## config.mk

```make
export PLATFORM = sky130hd
export DESIGN_NAME = user_insn_sched
export DESIGN_NICKNAME = d
export VERILOG_FILES = /design/src/rtl/user_insn_sched.sv
export SDC_FILE = /design/constraint.sdc
export NUM_CORES = 1
export LEC_CHECK = 0
export ABC_AREA = 1
export ABC_CLOCK_PERIOD_IN_PS = 16250
export CELL_PAD_IN_SITES_DETAIL_PLACEMENT = 0
export CELL_PAD_IN_SITES_GLOBAL_PLACEMENT = 1
export CORE_MARGIN = 3
export CORE_UTILIZATION = 37
export CTS_CLUSTER_SIZE = 12
export DETAILED_ROUTE_END_ITERATION = 16
export GPL_ROUTABILITY_DRIVEN = 0
export PLACE_DENSITY = 0.91
export RECOVER_POWER = 100
export SYNTH_ARGS = -nofsm -noshare
export SYNTH_HDL_FRONTEND = slang
export SYNTH_SLANG_ARGS = --single-unit
```

## constraint.sdc

```tcl
create_clock -name clk -period 16.25 [get_ports clk]
set_clock_uncertainty 0.05 [all_clocks]
set_input_delay 2.4375 -clock clk [delete_from_list [all_inputs] [get_ports clk]]
set_output_delay 2.4375 -clock clk [all_outputs]
set_load 0.03 [all_outputs]
```

## src/rtl/user_insn_sched.sv

```systemverilog
// Custom-instruction scheduler for the superkdf9 user port: runs LED, interrupt and add
// ops locally and forwards the rest to external units, with a forced-completion timeout.
module user_insn_sched #(
    parameter int NUM_UNITS = 4,
    parameter int TIMEOUT   = 255
) (
    input  logic                          clk,
    input  logic                          rst,
    input  logic                          user_valid,
    input  logic [10:0]                   user_opcode,
    input  logic [31:0]                   user_operand_0,
    input  logic [31:0]                   user_operand_1,
    output logic [31:0]                   user_result,
    output logic                          user_complete,
    output logic [NUM_UNITS-1:0]          unit_req,
    output logic [7:0]                    unit_subop,
    output logic [31:0]                   unit_op0,
    output logic [31:0]                   unit_op1,
    input  logic [NUM_UNITS-1:0]          unit_ack,
    input  logic [NUM_UNITS-1:0][31:0]    unit_result,
    input  logic [31:0]                   intr_src,
    output logic [31:0]                   interrupt_n,
    output logic [3:0]                    led,
    output logic                          err
);
    localparam int CNT_W = 16;
    localparam logic [CNT_W-1:0] CNT_LAST = CNT_W'(TIMEOUT - 1);
    localparam logic [10:0] OP_ADD = 11'h000, OP_LED = 11'h001, OP_RDPEND = 11'h002,
                            OP_WRMASK = 11'h003, OP_ACK = 11'h00F;

    typedef enum logic [2:0] {S_IDLE, S_LOCAL, S_WAIT, S_DONE, S_GAP} state_t;
    typedef struct packed {
        logic [10:0] opcode;
        logic [31:0] op0;
        logic [31:0] op1;
    } insn_t;

    state_t                 state, state_nxt;
    insn_t                  insn;
    logic [CNT_W-1:0]       cnt;
    logic [2:0][31:0]       sync_pipe;
    logic [31:0]            pending, mask, rise, ack_clr;
    logic [2:0]             dec_k;
    logic                   dispatch, ack_hit, tmo;
    logic [31:0]            ack_res, local_res;
    logic                   local_err;

    assign dec_k    = user_opcode[10:8];
    assign dispatch = (dec_k != 3'd0) && (dec_k <= 3'(NUM_UNITS));
    assign ack_hit  = (state == S_WAIT) && |(unit_ack & unit_req);
    assign tmo      = (state == S_WAIT) && !ack_hit && (cnt == CNT_LAST);

    always_comb begin
        ack_res = '0;
        for (int i = 0; i < NUM_UNITS; i++)
            if (unit_req[i]) ack_res = unit_result[i];
    end

    always_comb begin
        local_res = 32'hDEAD_0000 | 32'(insn.opcode);
        local_err = 1'b0;
        unique case (insn.opcode)
            OP_ADD:    local_res = insn.op0 + insn.op1;
            OP_LED:    local_res = '0;
            OP_RDPEND: local_res = pending;
            OP_WRMASK: local_res = mask;
            OP_ACK:    local_res = pending & ~insn.op0;
            default:   local_err = 1'b1;
        endcase
    end

    // State register
    always_ff @(posedge clk or posedge rst) begin
        if (rst) state <= S_IDLE;
        else     state <= state_nxt;
    end

    // Next-state logic
    always_comb begin
        state_nxt = state;
        unique case (state)
            S_IDLE:  if (user_valid) state_nxt = dispatch ? S_WAIT : S_LOCAL;
            S_LOCAL: state_nxt = S_DONE;
            S_WAIT:  if (ack_hit || tmo) state_nxt = S_DONE;
            S_DONE:  state_nxt = S_GAP;
            S_GAP:   state_nxt = S_IDLE;
            default: state_nxt = S_IDLE;
        endcase
    end

    // Outputs
    always_comb begin
        user_complete = (state == S_DONE);
        interrupt_n   = ~(pending & mask);
    end

    always_ff @(posedge clk or posedge rst) begin
        if (rst) begin
            insn        <= '0;
            cnt         <= '0;
            user_result <= '0;
            unit_req    <= '0;
            unit_subop  <= '0;
            unit_op0    <= '0;
            unit_op1    <= '0;
            led         <= '0;
            mask        <= '0;
            err         <= 1'b0;
        end else begin
            unique case (state)
                S_IDLE: if (user_valid) begin
                    insn <= '{opcode: user_opcode, op0: user_operand_0, op1: user_operand_1};
                    cnt  <= '0;
                    if (dispatch) begin
                        unit_req   <= NUM_UNITS'(1) << (dec_k - 3'd1);
                        unit_subop <= user_opcode[7:0];
                        unit_op0   <= user_operand_0;
                        unit_op1   <= user_operand_1;
                    end
                end
                S_LOCAL: begin
                    user_result <= local_res;
                    if (local_err)                 err  <= 1'b1;
                    if (insn.opcode == OP_LED)     led  <= insn.op0[3:0];
                    if (insn.opcode == OP_WRMASK)  mask <= insn.op0;
                end
                S_WAIT: begin
                    // An ack on the final count still wins over the timeout.
                    if (ack_hit) begin
                        unit_req    <= '0;
                        user_result <= ack_res;
                    end else if (tmo) begin
                        unit_req    <= '0;
                        user_result <= 32'hFFFF_FFFF;
                        err         <= 1'b1;
                    end else begin
                        cnt <= cnt + CNT_W'(1);
                    end
                end
                default: ;
            endcase
        end
    end

    // Interrupt sources: 2-flop synchronizer plus one stage of history for edge detect.
    assign rise    = sync_pipe[1] & ~sync_pipe[2];
    assign ack_clr = (state == S_LOCAL && insn.opcode == OP_ACK) ? insn.op0 : '0;

    always_ff @(posedge clk or posedge rst) begin
        if (rst) begin
            sync_pipe <= '0;
            pending   <= '0;
        end else begin
            sync_pipe <= {sync_pipe[1:0], intr_src};
            pending   <= (pending & ~ack_clr) | rise;
        end
    end
endmodule

```

; ---- After elaboration in Yosys (flattened, before gate mapping)
; Index checks and enable logic that the tools add are counted.
[totals]
ff_bits = 367
latchBits = 0
mem_bits_rw = 0
mem_bits_ro = 0
inputBits = 242
out_inout_bits = 146
word_cells = 97
mem_count = 0
[op_classes]
n_addsub = 3
n_mul = 0
n_div = 0
n_lt_le_gt_ge = 1
eq_ne = 16
shift = 1
n_mux = 26
bitwise_logic = 10
reduce_logical = 23
[ops]
columns = operator, count
row1 = $mux 32, 7
row2 = $pmux 32 s5, 1
row3 = $and 32x32->32, 4
row4 = $not 32->32, 4
row5 = $pmux 32 s2, 1
row6 = $mux 16, 3
row7 = $add 32x32->32, 1
row8 = $or 32x32->32, 1
row9 = $pmux 16 s2, 1
row10 = $eq 11x2->1 const B, 2
row11 = $add 16x1->16 const B, 1
row12 = $eq 16x8->1 const B, 1
row13 = $mux 4, 4
row14 = $ne 2x2->1 const B, 6
row15 = $pmux 3 s4, 1
row16 = $reduce_and 4->1, 3
row17 = $eq 11x1->1 const B, 1
row18 = $eq 11x4->1 const B, 1
row19 = $logic_not 11->1, 1
row20 = $reduce_and 2->1, 5
row21 = $pmux 4 s2, 1
row22 = $eq 3x2->1 const B, 2
row23 = $mux 3, 2
row24 = $logic_and 1x1->1, 5
row25 = 18 further kinds, 21

; ---- Longest topological paths before layout
[depth]
depth_word = 9
ltp_mapped = 17
depth_no_buf = 17

; ---- Worst setup path after synthesis
; OpenSTA, ideal clock, no wires.
[synth_path]
path_type = input port to flip-flop
startpoint = input user_opcode[9]
endpoint = register unit_op1[10]
setup_ps = 133
arrival_ps = 3548
required_time_ps = 16067
path_slack_ps = 12519
cell_stages = 9
path_buffers = 2
path_cell_list = nor2_1 > xor2_1 > inv_1 > nor2_1 > nand2_1 > buf_2 > buf_1 > nand2_1 > o21ai_0
[synth_via]
elab_chain_len = 3
word_cells_on_any_way = 4
cone_classes = order compare: 1 / reduce/logical: 3
[synth_lines]
columns = item, line
row1 = start: declaration, 10  ; input logic [10:0] user_opcode,
row2 = $le 3x3->1 / $reduce_bool 3->1 (equally long branches), 49  ; assign dispatch = (dec_k != 3'd0) && (dec_k <= 3'(NUM_UNITS));
row3 = $logic_and 1x1->1 *, 49
row4 = $reduce_and 3->1 (no source line) *, -
row5 = end signal: assignment, 118  ; unit_op1 <= user_operand_1;
row6 = end: declaration, 18  ; output logic [31:0] unit_op1,
; Mark *: on every way between the ends. The rest lies on a longest branch, timed or not.
; A chain may end at the register's enable or synchronous reset.

==> flow_summary.toml <==
[timing]
setup_viol = 0
rsz0062_at_grt = "no"
relSlewSlack_pct = -341
slew_viol_final = 621
worst_pin_slew_ps = 6590
timing_hold_violations_final = 0
post-route-min-period_ps = 9410
fmax_mhz = 106
fin_crit_sh_pct = 57.9
finalSetupTns_ps = 0

[outcome]
status = "finished with violations"
violations = "capacitance limit, slew limit"

[critical_path]
cp_data_required_time_ps = 16120
crit_fanout = 155
cp.arrival_ps = 9280
cp-startpoint = "rst"
critPathKind = "in2async"
rr_startpoint = "state[2]"
cp-start-kind = "primary input"
end_kind = "asynchronous set/reset pin"

[synthesis]
synthTopCellsByArea = "dfrtp_1 53%, nand2_1 14%, o21ai_0 8.3%, inv_1 3.9%, a21oi_1 3.2%"
synth.distinct_cells = 44
syn_area_per_cell_um2 = 8.29
synth.most_common_cell = "nand2_1"
yosys_register_bits = 367
synth_cells = 2072
yosysSeqAreaShare_pct = 53.4
synth_top_area_share_pct = 53.4
async_flop_share_pct = 100
synthFlopType = "dfrtp_1"
synth_edf_count = 0
syn-num-nets = 2348
yosysWarningCount = 0
ys_top_cells_by_count = "642 x nand2_1, 367 x dfrtp_1, 286 x o21ai_0, 178 x inv_1, 110 x a21oi_1"
synth_area_um2 = 17200
yosysTopAreaCell = "dfrtp_1"

[detailed_routing]
drc_errors = 0
vias_per_cell = 5.15
vias = 15700
postRouteWirelength_mm = 58.4
wl_per_cell_um = 19.2
drt_iter0_drc = 1167
antenna_left = 0
drt_pass1_iterations = 5

[finish]
area_growth_pct = 32.3
fillerInstances = 4352
final_area_um2 = 22700
drive_above_1_share_pct = 3.55
fin_nets = 2706

[cts]
postCtsHoldBufs = 0
cts_buffers = 40
clock_latency_ps = 550
htree_levels = 2
cts-root-buf = "clkbuf_16"
post_cts_buffers = 0
cts-resized-gates = 0
clk_path_buf_depth = 3
path_clk_slew_ps = 60
cts_sinks = 367
cts_tree = "built"

[power_and_ir_drop]
p_comb_share_pct = 48.6
powerDensity_nw_per_um2 = 188
seqPwrFrac_pct = 31.1
power_frac_clock_pct = 20.3
peakVddDrop_uv = 113
leakage_nw = 10.3
internal_power_mw = 2.36
switching_share_pct = 44.8
p_sw_mw = 1.91

[floorplan]
rows = 78
io-pin-count = 388
die-height_um = 222
dieArea_um2 = 49100
initial_core_util_pct = 37.6
die_w_um = 222
coreArea_um2 = 45700

[global_routing]
antenna_found_initial = 3
grt_usage_pct = 23.3
grt_pass1_vias = 15900
grt_remaining_overflow = 0
grt_first_pass_wirelength_mm = 90.2
grt_max_degree = 156

[placement]
hpwl_mm = 43.4
port_buffers = 387
placed_area_um2 = 21600

[worst_hold_path]
hp-class = "reg2reg"
min_from = "sync_pipe[8]"

[job]
drv_cap = 8
routing by layer:
metal / global-route usage (%) / vias to the layer above / part of all wire, %
met1: 30.8 / 7526 / 43
li1: - / 7499 / -
met2: 38.6 / 573 / 47
met3: 5.35 / 96 / 7.1
met5: 0 / - / 0.026
met4: 6.54 / 4 / 2.9
logic make-up (layout without fill, tap and decap cells):
family,Yosys count,after routing,share of synthesized area [%]
AND/OR/NAND/NOR,899,899,21.6
AO/OA/AOI/OAI,489,489,15.5
flip-flops,367,367,53.4
XOR/XNOR,16,16,0.816
other,0,1,0
buffers and inverters,267,644,6.15
adder cells (fa/ha/maj),34,34,2.52
sequential cells by signal, summed over array words and instances, names as in the netlist, 16 cells and up:
name and flops:
cnt 16, sync_pipe 96, unit_op1 32, pending 32, user_result 32, insn 75, mask 32, unit_op0 32
layout by cell type, fill, tap and decap left out, types with 41 or more instances in the layout:
| cell | count |
|---|---|
| nand2_1 | 643 |
| dfrtp_1 | 367 |
| o21ai_0 | 291 |
| clkdlybuf4s50_1 | 205 |
| dlygate4sd3_1 | 182 |
| inv_1 | 175 |
| a21oi_1 | 110 |
| nor2_1 | 105 |
| nand3_1 | 74 |
| clkbuf_16 | 41 |
metrics by stage:
step	instances	setup WS [ps]	utilization, %	total power [mW]	hold WS (ps)
after global routing	3050	5510	49.8	4.59	300
after CTS	3049	11050	49.9	4.35	297
after detailed placement	2988	10460	47.2	3.46	285
final	3050	6840	49.8	4.27	292
after floorplan	2072	3570	-	2.67	281
after global placement	2988	10560	47.2	3.42	283
power by group through the flow:
| stage | sequential [mW] | clock [mW] | combinational [mW] |
|---|---|---|---|
| after global routing | 1.36 | 0.921 | 2.31 |
| final | 1.33 | 0.867 | 2.08 |
| after detailed placement | 1.34 | 0 | 2.12 |
| after floorplan | 1.55 | 0 | 1.13 |
| after global placement | 1.34 | 0 | 2.08 |
| after CTS | 1.33 | 0.885 | 2.13 |
critical path, cell delays in order:
cell and delay, ps:
dlygate4sd3_1 550, clkinvlp_2 3640, clkbuf_1 2510
final timing paths:
kind | to | slack (ps) | depth (start not counted)
max | sync_pipe[87] | 6840 | 3
max reg2reg | unit_op0[24] | 10730 | 8
min | sync_pipe[40] | 290 | 0
min in group asynchronous | sync_pipe[9] | 4380 | 2
max in group clk | unit_op0[30] | 7690 | 10
min reg2reg | sync_pipe[40] | 290 | 0
cell type report:
cell class                      count  area (um^2)  area share (%)
Multi-Input combinational cell   1438         6920            30.4
Tap cell                          600          751            3.30
Antenna cell                        1         2.50          0.0110
Sequential cell                   367         9180            40.4
Clock inverter                      7         71.3           0.314
Inverter                          179          676            2.97
Timing Repair Buffer              404         3980            17.5
Clock buffer                       54         1150            5.08
Note: power is estimated with default switching activity, not from simulation.
